**src/rtl/spi_adc_responder.sv**
```systemverilog
// SPI slave standing in for a TLV2548-style ADC: captures a command word from MOSI
// and returns the latest loaded sample MSB-first on MISO within the same frame.
module spi_adc_responder #(
   parameter int P_CMD_WIDTH   = 16,
   parameter int P_DATA_WIDTH  = 12,
   parameter int P_SYNC_STAGES = 2
) (
   input  logic                    i_clk,
   input  logic                    i_rst_n,
   input  logic                    i_spi_cs,
   input  logic                    i_spi_sck,
   input  logic                    i_spi_mosi,
   output logic                    o_spi_miso,
   output logic                    o_miso_oe,
   input  logic [P_DATA_WIDTH-1:0] i_sample_data,
   input  logic                    i_sample_valid,
   output logic [P_CMD_WIDTH-1:0]  o_cmd_data,
   output logic                    o_cmd_valid,
   output logic                    o_frame_err,
   output logic                    o_busy
);

   localparam int                  LP_CNT_W = $clog2(P_CMD_WIDTH);
   localparam logic [LP_CNT_W-1:0] LP_LAST  = LP_CNT_W'(P_CMD_WIDTH - 1);
   localparam int                  LP_PAD   = P_CMD_WIDTH - P_DATA_WIDTH;

   typedef enum logic [1:0] {IDLE, SHIFT, HOLD} state_t;

   state_t                   state, state_nxt;
   logic [P_SYNC_STAGES-1:0] cs_chain, sck_chain, mosi_chain;
   logic                     cs_s, sck_s, mosi_s, cs_d, sck_d;
   logic                     cs_fall, cs_rise, sck_rise, sck_fall;
   logic                     start, abort, rx_shift, tx_shift, cmd_done, err;
   logic [P_DATA_WIDTH-1:0]  sample_reg;
   logic [P_CMD_WIDTH-1:0]   tx_reg, rx_reg;
   logic [LP_CNT_W-1:0]      bit_cnt;

   // CS idles high, so its chain resets to 1 and a frame needs a genuine CS fall.
   always_ff @(posedge i_clk or negedge i_rst_n) begin
      if (!i_rst_n) begin
         cs_chain   <= '1;
         sck_chain  <= '0;
         mosi_chain <= '0;
         cs_d       <= 1'b1;
         sck_d      <= 1'b0;
      end else begin
         cs_chain   <= {cs_chain[P_SYNC_STAGES-2:0], i_spi_cs};
         sck_chain  <= {sck_chain[P_SYNC_STAGES-2:0], i_spi_sck};
         mosi_chain <= {mosi_chain[P_SYNC_STAGES-2:0], i_spi_mosi};
         cs_d       <= cs_s;
         sck_d      <= sck_s;
      end
   end

   assign cs_s     = cs_chain[P_SYNC_STAGES-1];
   assign sck_s    = sck_chain[P_SYNC_STAGES-1];
   assign mosi_s   = mosi_chain[P_SYNC_STAGES-1];
   assign cs_fall  = cs_d & ~cs_s;
   assign cs_rise  = ~cs_d & cs_s;
   assign sck_rise = ~sck_d & sck_s;
   assign sck_fall = sck_d & ~sck_s;

   always_ff @(posedge i_clk or negedge i_rst_n) begin
      if (!i_rst_n) state <= IDLE;
      else          state <= state_nxt;
   end

   // A CS rise overrides any SCK edge seen in the same cycle.
   always_comb begin
      state_nxt = state;
      start     = 1'b0;
      abort     = 1'b0;
      rx_shift  = 1'b0;
      tx_shift  = 1'b0;
      cmd_done  = 1'b0;
      err       = 1'b0;
      if (cs_rise) begin
         state_nxt = IDLE;
         abort     = 1'b1;
         err       = (state == SHIFT);
      end else begin
         case (state)
            IDLE: begin
               if (cs_fall) begin
                  state_nxt = SHIFT;
                  start     = 1'b1;
               end
            end
            SHIFT: begin
               if (sck_rise) begin
                  rx_shift = 1'b1;
                  if (bit_cnt == LP_LAST) begin
                     cmd_done  = 1'b1;
                     state_nxt = HOLD;
                  end
               end
               tx_shift = sck_fall;
            end
            HOLD:    tx_shift = sck_fall;
            default: state_nxt = IDLE;
         endcase
      end
   end

   always_ff @(posedge i_clk or negedge i_rst_n) begin
      if (!i_rst_n) begin
         sample_reg  <= '0;
         tx_reg      <= '0;
         rx_reg      <= '0;
         bit_cnt     <= '0;
         o_spi_miso  <= 1'b0;
         o_miso_oe   <= 1'b0;
         o_busy      <= 1'b0;
         o_cmd_data  <= '0;
         o_cmd_valid <= 1'b0;
         o_frame_err <= 1'b0;
      end else begin
         o_cmd_valid <= cmd_done;
         o_frame_err <= err;
         if (i_sample_valid) sample_reg <= i_sample_data;
         if (start) begin
            tx_reg     <= P_CMD_WIDTH'(sample_reg) << LP_PAD;
            o_spi_miso <= sample_reg[P_DATA_WIDTH-1];
            bit_cnt    <= '0;
            o_miso_oe  <= 1'b1;
            o_busy     <= 1'b1;
         end
         if (abort) begin
            o_spi_miso <= 1'b0;
            o_miso_oe  <= 1'b0;
            o_busy     <= 1'b0;
         end
         // Zeros fill in behind the sample so MISO reads 0 once the data is exhausted.
         if (tx_shift) begin
            tx_reg     <= {tx_reg[P_CMD_WIDTH-2:0], 1'b0};
            o_spi_miso <= tx_reg[P_CMD_WIDTH-2];
         end
         if (rx_shift) begin
            rx_reg  <= {rx_reg[P_CMD_WIDTH-2:0], mosi_s};
            bit_cnt <= bit_cnt + LP_CNT_W'(1);
         end
         if (cmd_done) o_cmd_data <= {rx_reg[P_CMD_WIDTH-2:0], mosi_s};
      end
   end

endmodule

```
**config.mk**
```make
export PLATFORM = sky130hd
export DESIGN_NAME = spi_adc_responder
export DESIGN_NICKNAME = d
export VERILOG_FILES = /design/src/rtl/spi_adc_responder.sv
export SDC_FILE = /design/constraint.sdc
export NUM_CORES = 1
export LEC_CHECK = 0
export CORE_MARGIN = 10
export CORE_UTILIZATION = 54
export DETAILED_ROUTE_END_ITERATION = 6
export PLACE_DENSITY = 0.8
export SYNTH_ARGS = -nofsm -noshare
export SYNTH_HDL_FRONTEND = slang
export SYNTH_SLANG_ARGS = --single-unit
```
**constraint.sdc**
```tcl
create_clock -name i_clk -period 2.9 [get_ports i_clk]
set_clock_uncertainty 0.05 [all_clocks]
set_input_delay 0.58 -clock i_clk [delete_from_list [all_inputs] [get_ports i_clk]]
set_output_delay 0.58 -clock i_clk [all_outputs]
set_load 0.01 [all_outputs]
```
==> results by stage, run 1 <==
Run status:
- The flow ran to the end, and the final reports show no timing, DRC or antenna violations.

Yosys:
- The combined area of all synthesized cells is approximately 0.0030 mm^2.
- The area fraction of the dominant cell type after synthesis is about 58%.
- The synthesis warning total is 0.
- The most used flip-flop cell after synthesis is dfrtp_1.
- The share of flip-flops with an asynchronous set or reset after synthesis is 100.0%.
- Sorting the synthesized cells by area gives the leading types as dfrtp_1 (58%), mux2_2 (13%), mux2i_1 (4.7%).
- The post-synthesis sequential area ratio is 60.48%.
- The most common cell in the synthesized netlist is dfrtp_1.
- Each instance of the synthesized netlist takes up on average approximately 14 um^2.
- The biggest area contributor in the post-synthesis netlist is dfrtp_1.
- The count of different cell masters after synthesis is 31.
- The commonest cells after synthesis are dfrtp_1 (69), mux2_2 (35), mux2i_1 (14).
- Counting flops and latches in the post-synthesis netlist gives 72.
- Counting flops with a built-in enable in the synthesized netlist gives 0.
- The number of instances in the synthesized netlist is 206.
- The number of nets in the synthesized netlist is 233.

Timing:
- The final setup violation count is 0.
- In this run the tightest slew margin relative to its limit is between 40 and 50%.
- The sum of negative setup slack is 0 ns.
- The final hold violation count is 0.
- The slew at the pin closest to its max-slew limit is between 0.8 and 0.9 ns.
- Setup repair after global routing left no endpoint under its margin.
- The routed design could run at a clock period as short as ~2.4 ns.
- For this run, the top clock speed supported by timing is approximately 410 MHz.
- The fraction of the cycle the final worst path needs is a little over four fifths.
- The max-slew violation count is 0.
- Setup slack on the critical path of the routed design comes to around 0.48 ns.

Pwr:
- The worst voltage drop across the vdd grid is 0.0004108 V.
- In this run the power density over the cells is a little under 700 mW/mm^2.
- The clock share of power is around 28%.
- Summed over all nets, the switching power comes to 0.6980 mW.
- The overall power after layout is roughly 2.5 mW.
- Registers are responsible for about 52% of the overall power.
- Internal power comes to 1.760 mW.
- The leakage dissipation is 1.688 nW.
- Net switching is 28.40% of the power.
- Of the total power, combinational logic draws approximately 20%.

Clock tree:
- The clock latency at the later pin of the worst-skew pair is around 0.34 ns.
- The H-tree generated during clock tree synthesis spans 3 levels.
- The count of clock tree sinks is a little over 70.
- Counting along the longest clock path gives a buffer depth of 2.
- The count of instances resized after the clock tree is built is 0.
- TritonCTS built the clock tree.
- The clock buffer count from CTS is 9.
- The post-cts hold buffer count is 0.
- The clock-pin slew of the registers on the worst-case setup and hold paths is approximately 0.07 ns.
- The root buffer selected by CTS is clkbuf_8.
- The post-CTS repair timing setup buffer count is 0.

Setup path:
- The startpoint type of the worst setup path is a flip-flop.
- The launching point of the worst reg2reg path is cs_d.
- The arrival time at the worst endpoint is around 2.6 ns.
- The type of destination of the critical path is a flip-flop.
- The type of the worst setup path is flip-flop to flip-flop.
- The origin of the worst setup path is cs_d.
- The maximum fanout along the worst path is 17.
- Data on the critical path is required at its endpoint by slightly above 3 ns.

Finish:
- The flip-flop count of the largest register after layout is 16.
- The sequential cells in the finished layout cover a total of approximately 0.0018 mm^2.
- In the final layout, the multi-input gates occupy 0.001101 mm^2.
- Cells fill around 66% of the core in the end.
- For this run, the post-layout net count is around 280.
- The area growth from synthesis to layout is 20.66%.
- Fill cells in the final layout number between 300 and 400.
- Leaving out filler cells and counting taps, the final layout contains between 300 and 400.
- The number of antenna repair diodes is 0.
- The share of post-route cells with drive strength above 1 is between 20 and 30%.

Placement:
- The final weighted congestion of routability-driven global placement is just under 0.8.
- The minimum setup slack after placement is 0.4658 ns.
- The total of buffers placed on input and output ports is 38.
- The detailed-placement wirelength estimate is 3.311 mm.
- Including well taps, the total number of placed cells is slightly above 300.

Floorplanning:
- Pin placement for this block handled 39 I/O pins.
- The region available for standard cell placement spans 0.005439 mm^2.
- The number of cell rows is 27.
- The die boundary height is 94.36 um.
- The die is roughly 94 um wide.
- The area of the die is around 0.009 mm^2.
- The initial standard-cell utilization of the core is ~55%.

Drt:
- The post-detailed-route wirelength per cell is between 10 and 15 um.
- The vias after detailed routing is 1663.
- In the routed design, unresolved DRC markers number 0.
- For this run, the detailed router's first-pass iteration total came to 4.
- The routed wire length is between 4 and 5 mm.
- In the routed layout, each cell is associated on average with a via count of just over 5.
- The count of routing violations after the opening detailed-route iteration is between 60 and 70.
- The post-detailed-route count of antenna-violating nets is 0.

Run:
- The tool flagged a number of max-cap violations equal to 0.

Global routing:
- The maximum number of pins on one net before global-route repair is 46.
- The first global-routing pass estimated a little over 8 mm of wire.
- The number of global-route vias before repair is about 1800.
- The number of antenna violations at the first check in global routing came to 0.
- For this run, the total global-route usage over all layers was measured as between 10% and 20%.
- Global routing finished with a remaining overflow of 0.

Hold path:
- The path class of the tightest hold or removal check is primary input to async pin.
-- final cells by class --
type	instances	share of cell area, %
Sequential cell	72	50.12
Timing Repair Buffer	41	11.39
Clock buffer	10	3.821
Inverter	6	0.6252
Tap cell	72	2.501
Clock inverter	6	0.9726
Multi-Input combinational cell	119	30.57
-- cells by family after synthesis --
kind of cell	count (synthesis)	synth area share, %
multiplexers	58	22.42
AO/OA/AOI/OAI	19	3.940
adder cells (fa/ha/maj)	9	3.772
AND/OR/NAND/NOR	32	5.951
buffers and inverters	15	3.143
XOR/XNOR	1	0.2934
flip-flops	72	60.48
-- stage by stage --
stage               hold slack (ns)  area, um^2
detailed placement           0.2872        3430
global placement             0.2834        3430
global route                 0.2387        3602
floorplan                    0.2344        2985
finish                       0.2087        3602
CTS                          0.2133        3602
-- per-layer routing --
metal	track usage [%]	up-vias	wire (um)
met5	0	-	0
met4	4.177	0	31
met3	6.503	4	403
met2	19.05	36	2258
met1	13.23	827	2051
li1	-	796	-
-- cell usage in the layout, fill, tap and decap left out, drive strengths merged, types with 3 or more instances in the layout --
cell type | Yosys | final
mux2i | 14 | 14
dfrtp | 69 | 69
nor2 | 5 | 5
ha | 9 | 9
buf | 7 | 4
inv | 6 | 6
o21ai | 13 | 13
nand2 | 11 | 11
mux2 | 44 | 44
clkinv | 0 | 4
nor2b | 4 | 4
clkdlybuf4s50 | 0 | 37
dfstp | 3 | 3
nand3 | 3 | 3
clkbuf | 2 | 10
-- power by group through the flow --
stage               logic [mW]  registers [mW]  clock network [mW]
floorplan                0.351            1.27                   0
global placement         0.480            1.29                   0
detailed placement       0.500            1.30                   0
CTS                      0.500            1.28               0.713
global route             0.566            1.30               0.758
finish                   0.492            1.28               0.687
-- final timing paths --
check	endpoint	slack, ns	cells past startpoint
worst max-delay path	o_cmd_data[9]	0.48	4
min in group i_clk	sck_chain[1]	0.30	0
worst min register to register	sck_chain[1]	0.30	0
worst max register to register	o_cmd_data[9]	0.48	4
max in group asynchronous	cs_chain[1]	1.87	2
worst min-delay path	o_cmd_data[7]	0.21	1
-- worst max-delay path: stages (launching register included) --
cell     delay (ns)
dfstp_2        0.53
inv_1          0.05
ha_1           0.28
or4b_1         0.96
mux2_4         0.44
No activity file was read; power rests on OpenSTA's default activity.
==> run 2, diff against run 1 <==
==> constraint.sdc (replaced) <==
create_clock -name i_clk -period 2.47 [get_ports i_clk]
set_clock_uncertainty 0.05 [all_clocks]
set_input_delay 0.494 -clock i_clk [delete_from_list [all_inputs] [get_ports i_clk]]
set_output_delay 0.494 -clock i_clk [all_outputs]
set_load 0.01 [all_outputs]
==> run 2 against run 1 <==
  * Fmax rose by 14%
  * Critical path type unchanged
  * Combinational power rose by 17%
  * Critical path depth rose by 1
  * Critical endpoint is now o_cmd_data[13]
  * Sequential share of layout area fell by 0.26 points
==> results by stage, run 2 (synthesis gave the netlist of run 1 again) <==
Finish:
- The area of combinational cells with multiple inputs is 0.001101 mm^2 (unchanged).
- The flip-flop count of the largest register after layout is 16 (unchanged).
- Top library cells by usage in the layout, fill and taps aside: dfrtp_1 (69), clkdlybuf4s50_1 (37), mux2_2 (35) (unchanged).
- The filler cell count is 403 (was 387).
- The count of nets after finishing is 277 (was 276).
- The leading cell type in the layout, fill and taps excluded is dfrtp_1 (unchanged).
- The register area came to 0.001805 mm^2 (unchanged).
- The share of post-route cells with drive strength above 1 is 27.84% (was 27.95%).
- The number of antenna repair diodes is 0 (unchanged).
- The relative area change from synthesis to final layout is 21.29% (was 20.66%).

Hold path:
- The path category of the worst min-delay check is primary input to async pin (unchanged).

Timing:
- The final hold violation count came to 0 (unchanged).
- The fraction of the cycle the final worst path needs came to 85.71% (was 83.57%).
- The max-slew violation count is 0 (unchanged).
- The sum of negative setup slack was 0 ns (unchanged).
- Unrepaired setup endpoints after global routing: false (unchanged).
- The shortest period the worst path allows was 2.117 ns (was 2.424 ns).
- The highest clock rate is 472.4 MHz (was 412.6 MHz).
- The slew at the pin closest to its max-slew limit is 0.5381 ns (was 0.8607 ns).
- The final setup violation count was 0 (unchanged).
- The relative max-transition margin is 64.02% (was 42.62%).

Setup path:
- The startpoint type of the worst setup path is a flip-flop (unchanged).
- The launching point of the worst reg2reg path is cs_d (unchanged).
- The maximum fanout along the worst path is 17 (unchanged).
- The type of destination of the critical path is a flip-flop (unchanged).
- The required time of the critical path is 2.63 ns (was 3.08 ns).
- The arrival time at the worst endpoint came to 2.28 ns (was 2.60 ns).
- The origin of the worst setup path is cs_d (unchanged).
- The type of the worst setup path is flip-flop to flip-flop (unchanged).

Pwr:
- The total power per unit cell area was 804.3 mW/mm^2 (was 682.3 mW/mm^2).
- The overall power after layout is 2.912 mW (was 2.458 mW).
- The leakage dissipation is 1.703 nW (was 1.688 nW).
- The worst voltage drop across the vdd grid is 0.0005571 V (was 0.0004108 V).

Clock tree:
- The CTS tree is yes (unchanged).
- The root buffer selected by CTS was clkbuf_8 (unchanged).
- The post-CTS repair timing setup buffer count is 0 (unchanged).
- The count of clock tree sinks is 72 (unchanged).
- The clock latency at the later pin of the worst-skew pair is 0.33 ns (was 0.34 ns).
- The clock buffer count from CTS was 9 (unchanged).
- The maximum level of the CTS H-tree came to 3 (unchanged).
- The largest buffer count on any clock path is 2 (unchanged).
- The count of instances resized after the clock tree is built is 0 (unchanged).
- The post-cts hold buffer count is 0 (unchanged).
- The clock-pin slew of the registers on the worst-case setup and hold paths came to 0.07 ns (about the same).

Global routing:
- The global-route wire length before repair is 8.466 mm (was 8.280 mm).
- The maximum number of pins on one net before global-route repair was 40 (was 46).
- The overall fraction of global-route tracks in use is 11.83% (was 11.92%).
- The number of antenna violations at the first check in global routing was 0 (unchanged).
- The number of global-route vias before repair is 1802 (was 1786).
- The total congestion overflow after global routing is 0 (unchanged).

Drt:
- The detailed-route vias per instance was 5.101 (about the same).
- The sum of met2 wire segment lengths after detailed routing is 2.290 mm (was 2.258 mm).
- The highest metal layer used by the detailed router is met4 (unchanged).
- The met1 routed wirelength after detailed routing came to 2.089 mm (was 2.051 mm).
- The routed wire length was 4.753 mm (was 4.744 mm).
- The count of routing violations after the opening detailed-route iteration came to 79 (was 63).
- The vias after detailed routing was 1668 (was 1663).
- The wire length on met3 came to 303 um (was 403 um).
- The post-route DRC violation count is 0 (unchanged).
- The post-detailed-route wirelength per cell came to 14.54 um (was 14.55 um).
- The post-detailed-route count of antenna-violating nets is 0 (unchanged).
- The first-pass detailed-route iteration total is 4 (unchanged).

Floorplanning:
- The die span in x is 94.36 um (unchanged).
- The number of top-level pins came to 39 (unchanged).
- The number of cell rows is 27 (unchanged).
- The placeable core area came to 0.005439 mm^2 (unchanged).
- The area of the die is 0.008903 mm^2 (unchanged).
- The initial standard-cell utilization of the core is 54.89% (unchanged).
- The die boundary height is 94.36 um (unchanged).

Placement:
- The detailed-placement wirelength estimate is 3.386 mm (was 3.311 mm).
- The final weighted congestion of routability-driven global placement is 0.7427 (was 0.7690).
- The total of buffers placed on input and output ports is 38 (unchanged).

Run status:
- Outcome: finished, final reports clean (unchanged).

Run:
- The count of maximum capacitance violations is 0 (unchanged).
## run 2: cell count changes in the layout (fill, tap and decap cells not counted), sizes merged
cell and change:
clkinvlp -2, clkbuf +3, clkinv -1, buf +1
## run 2: final cells by class
cell class / instances / area share, %
Multi-Input combinational cell: 119 / 30.41
Inverter: 6 / 0.6220
Tap cell: 72 / 2.488
Clock buffer: 13 / 4.665
Timing Repair Buffer: 42 / 11.54
Sequential cell: 72 / 49.86
Clock inverter: 3 / 0.4147
## run 2: per-layer routing
| layer | global-route usage (%) | vias up |
|---|---|---|
| li1 | - | 800 |
| met1 | 14.53 | 823 |
| met2 | 18.19 | 36 |
| met3 | 4.203 | 9 |
| met4 | 5.696 | 0 |
| met5 | 0 | - |
## run 2: where the power goes
part           switching, mW  leakage, nW  total (mW)  internal [mW]
Clock                  0.393       0.0992       0.835          0.442
Combinational          0.273        0.675       0.575          0.302
Sequential             0.122        0.929        1.50           1.38
## run 2: stage by stage
step	hold WS [ns]	worst slack [ns]	instance area [um^2]	std cells	utilization, %
after floorplan	0.1484	0.3364	2985	206	-
after global placement	0.2816	0.3946	3437	311	63.19
after detailed placement	0.2903	0.3558	3437	311	63.19
after CTS	0.01955	0.3446	3621	327	66.57
after global routing	0.03782	0.2547	3621	327	66.57
final	0.01403	0.3530	3621	327	66.57
## run 2: worst paths after layout
check                                 endpoint  slack [ns]  cells past startpoint
worst min-delay path             o_cmd_data[6]        0.01                      1
worst max register to register  o_cmd_data[13]        0.35                      5
worst max-delay path            o_cmd_data[13]        0.35                      5
min in group i_clk               mosi_chain[1]        0.30                      0
worst min register to register   mosi_chain[1]        0.30                      0
max in group asynchronous          cs_chain[1]        1.71                      2
## run 2: critical path, cell delays in order (launching register included)
cell	delay, ns
dfstp_2	0.53
inv_1	0.05
ha_1	0.28
or4b_1	0.54
buf_4	0.23
mux2_4	0.32
==> run 3, diff against run 2 <==
--- a/config.mk
+++ b/config.mk
@@ -7,6 +7,7 @@
 export LEC_CHECK = 0
 export CORE_MARGIN = 10
 export CORE_UTILIZATION = 54
+export CTS_BUF_LIST = sky130_fd_sc_hd__clkbuf_16
 export DETAILED_ROUTE_END_ITERATION = 6
 export PLACE_DENSITY = 0.8
 export SYNTH_ARGS = -nofsm -noshare
==> run 3 against run 2 <==
  * Register-to-register slack barely moved
  * Clock power rose by 31%
  * Critical path depth did not move
  * Cell area rose by 2.0%
  * Non-clock buffer count did not move
  * Core utilization rose by 1.3 points
  * Routed wire length rose by 1.1%
  * Power rose by 9.1%
==> results by stage, run 3 (synthesis gave the netlist of run 1 again) <==
Run status:
- Outcome: finished, final reports clean (unchanged).

Placement:
- The detailed-placement wirelength estimate is 3.386 mm (unchanged).
- The total of buffers placed on input and output ports came to 38 (unchanged).
- The total cell area at the placement stage is 0.003437 mm^2 (unchanged).
- The final weighted congestion of routability-driven global placement was 0.7427 (unchanged).

Setup path:
- The longest individual stage delay on the worst path is 0.54 ns (about the same).
- The sum of buffers and inverters on the critical path was 2 (unchanged).
- The type of destination of the critical path is a flip-flop (unchanged).
- The arrival time at the worst endpoint is 2.27 ns (was 2.28 ns).
- The maximum fanout along the worst path was 17 (unchanged).
- CP Cell Sequence: inv_1 > ha_1 > or4b_1 > buf_4 > mux2_4 (unchanged).
- The origin of the worst setup path is cs_d (unchanged).
- The launching point of the worst reg2reg path is cs_d (unchanged).
- The family with the most delay on the worst path is simple AND/OR/NAND/NOR gates (unchanged).
- The startpoint type of the worst setup path is a flip-flop (unchanged).
- The required time of the critical path is 2.62 ns (was 2.63 ns).
- The cell with the biggest individual delay on the critical path is or4b_1 (unchanged).
- The type of the worst setup path is flip-flop to flip-flop (unchanged).

Timing:
- The final setup violation count is 0 (unchanged).
- The fraction of the cycle the final worst path needs is 85.61% (was 85.71%).
- The sum of negative setup slack is 0 ns (unchanged).
- The slew at the pin closest to its max-slew limit is 0.5196 ns (was 0.5381 ns).
- The relative max-transition margin came to 65.25% (was 64.02%).
- Unrepaired setup endpoints after global routing: false (unchanged).
- The shortest period the worst path allows is 2.115 ns (was 2.117 ns).
- The max-slew violation count came to 0 (unchanged).
- The highest clock rate is 472.9 MHz (was 472.4 MHz).
- The final hold violation count was 0 (unchanged).

Floorplanning:
- The placeable core area was 0.005439 mm^2 (unchanged).
- The number of cell rows came to 27 (unchanged).
- The die span in x is 94.36 um (unchanged).
- The die boundary height was 94.36 um (unchanged).
- The initial standard-cell utilization of the core was 54.89% (unchanged).
- The area of the die is 0.008903 mm^2 (unchanged).
- The number of top-level pins was 39 (unchanged).

Drt:
- The routed wire length was 4.805 mm (was 4.753 mm).
- The count of routing violations after the opening detailed-route iteration is 78 (was 79).
- The post-route DRC violation count is 0 (unchanged).
- The first-pass detailed-route iteration total is 4 (unchanged).
- The post-detailed-route count of antenna-violating nets was 0 (unchanged).
- The vias after detailed routing is 1667 (was 1668).
- The detailed-route vias per instance was 5.098 (was 5.101).
- The post-detailed-route wirelength per cell is 14.69 um (was 14.54 um).

Global routing:
- The global-route wire length before repair is 8.535 mm (was 8.466 mm).
- The overall fraction of global-route tracks in use was 12.21% (was 11.83%).
- The number of antenna violations at the first check in global routing is 0 (unchanged).
- The maximum number of pins on one net before global-route repair is 40 (unchanged).
- The total congestion overflow after global routing is 0 (unchanged).
- The number of global-route vias before repair is 1793 (was 1802).

Clock tree:
- The count of clock tree sinks is 72 (unchanged).
- The clock buffer count from CTS was 9 (unchanged).
- The root buffer selected by CTS is clkbuf_16 (was clkbuf_8).
- The count of instances resized after the clock tree is built is 0 (unchanged).
- The clock latency at the later pin of the worst-skew pair is 0.32 ns (was 0.33 ns).
- The CTS tree is yes (unchanged).
- The post-CTS repair timing setup buffer count is 0 (unchanged).
- The largest buffer count on any clock path is 2 (unchanged).
- The clock-pin slew of the registers on the worst-case setup and hold paths is 0.05 ns (was 0.07 ns).
- The maximum level of the CTS H-tree is 3 (unchanged).
- The post-cts hold buffer count came to 0 (unchanged).

Finish:
- The core occupancy in the finished layout was 67.89% (was 66.57%).
- The relative area change from synthesis to final layout is 23.68% (was 21.29%).
- Top library cells by usage in the layout, fill and taps aside: dfrtp_1 (69), clkdlybuf4s50_1 (37), mux2_2 (35) (unchanged).
- The filler cell count is 396 (was 403).
- The count of nets after finishing is 277 (unchanged).
- The share of post-route cells with drive strength above 1 was 26.67% (was 27.84%).
- The flip-flop count of the largest register after layout is 16 (unchanged).
- The leading cell type in the layout, fill and taps excluded was dfrtp_1 (unchanged).
- The number of antenna repair diodes is 0 (unchanged).
- The final design area excluding fillers came to 0.003692 mm^2 (was 0.003621 mm^2).

Pwr:
- The clock share of power is 34.4% (was 28.7%).
- The switching share of power was 26.27% (was 27.05%).
- The power share of the sequential group was 47.4% (was 51.6%).
- The combinational fraction of design power is 18.3% (was 19.7%).
- The design internal power is 2.342 mW (was 2.124 mW).
- The switching component of the power was 0.8347 mW (was 0.7879 mW).
- The total power per unit cell area is 860.5 mW/mm^2 (was 804.3 mW/mm^2).
- The worst voltage drop across the vdd grid is 0.0005884 V (was 0.0005571 V).
- The leakage dissipation is 1.736 nW (was 1.703 nW).

Hold path:
- The path category of the worst min-delay check is primary input to async pin (unchanged).

Run:
- The count of maximum capacitance violations was 0 (unchanged).
-- run 3: cell count changes in the layout (fill, tap and decap cells not counted) --
cell / previous run / this run
clkbuf_16: 0 / 9
clkbuf_1: 1 / 0
clkbuf_8: 12 / 0
clkinv_1: 0 / 3
inv_1: 6 / 7
-- run 3: cell type report --
type                       count  area, um^2  share of cell area [%]
clock buffer                   9       225.2                   6.100
clock inverter                 7       30.03                  0.8133
inverter                       6       22.52                  0.6100
multi-input combinational    119        1101                   29.82
sequential                    72        1805                   48.90
tap                           72       90.09                   2.440
timing repair buffer          42       417.9                   11.32
-- run 3: stage by stage --
stage	setup WS (ns)	power [mW]	hold slack (ns)	std cells
after global placement	0.3946	2.082	0.2816	311
after floorplan	0.3364	1.907	0.1484	206
after global routing	0.2588	3.376	0.05551	327
after CTS	0.3493	3.220	0.03368	327
after detailed placement	0.3558	2.104	0.2903	311
final	0.3554	3.177	0.02610	327
-- run 3: power by group through the flow --
| stage | logic, mW | clock network [mW] | registers [mW] |
|---|---|---|---|
| after floorplan | 0.413 | 0 | 1.49 |
| after global placement | 0.568 | 0 | 1.51 |
| after detailed placement | 0.579 | 0 | 1.53 |
| after CTS | 0.591 | 1.12 | 1.51 |
| after global routing | 0.667 | 1.17 | 1.54 |
| final | 0.580 | 1.09 | 1.51 |
-- run 3: final timing paths --
check	slack, ns	endpoint	cells after the start
min in group i_clk	0.30	mosi_chain[1]	0
max in group asynchronous	1.70	cs_chain[1]	2
min	0.03	o_cmd_data[6]	1
min reg2reg	0.30	mosi_chain[1]	0
max	0.36	o_cmd_data[13]	5
max reg2reg	0.36	o_cmd_data[13]	5
-- run 3: routing by layer --
| layer | vias up | track usage, % | wire length [um] |
|---|---|---|---|
| li1 | 802 | - | - |
| met1 | 819 | 14.39 | 2083 |
| met2 | 36 | 18.82 | 2304 |
| met3 | 10 | 4.362 | 303 |
| met4 | 0 | 7.342 | 113 |
| met5 | - | 0 | 0 |
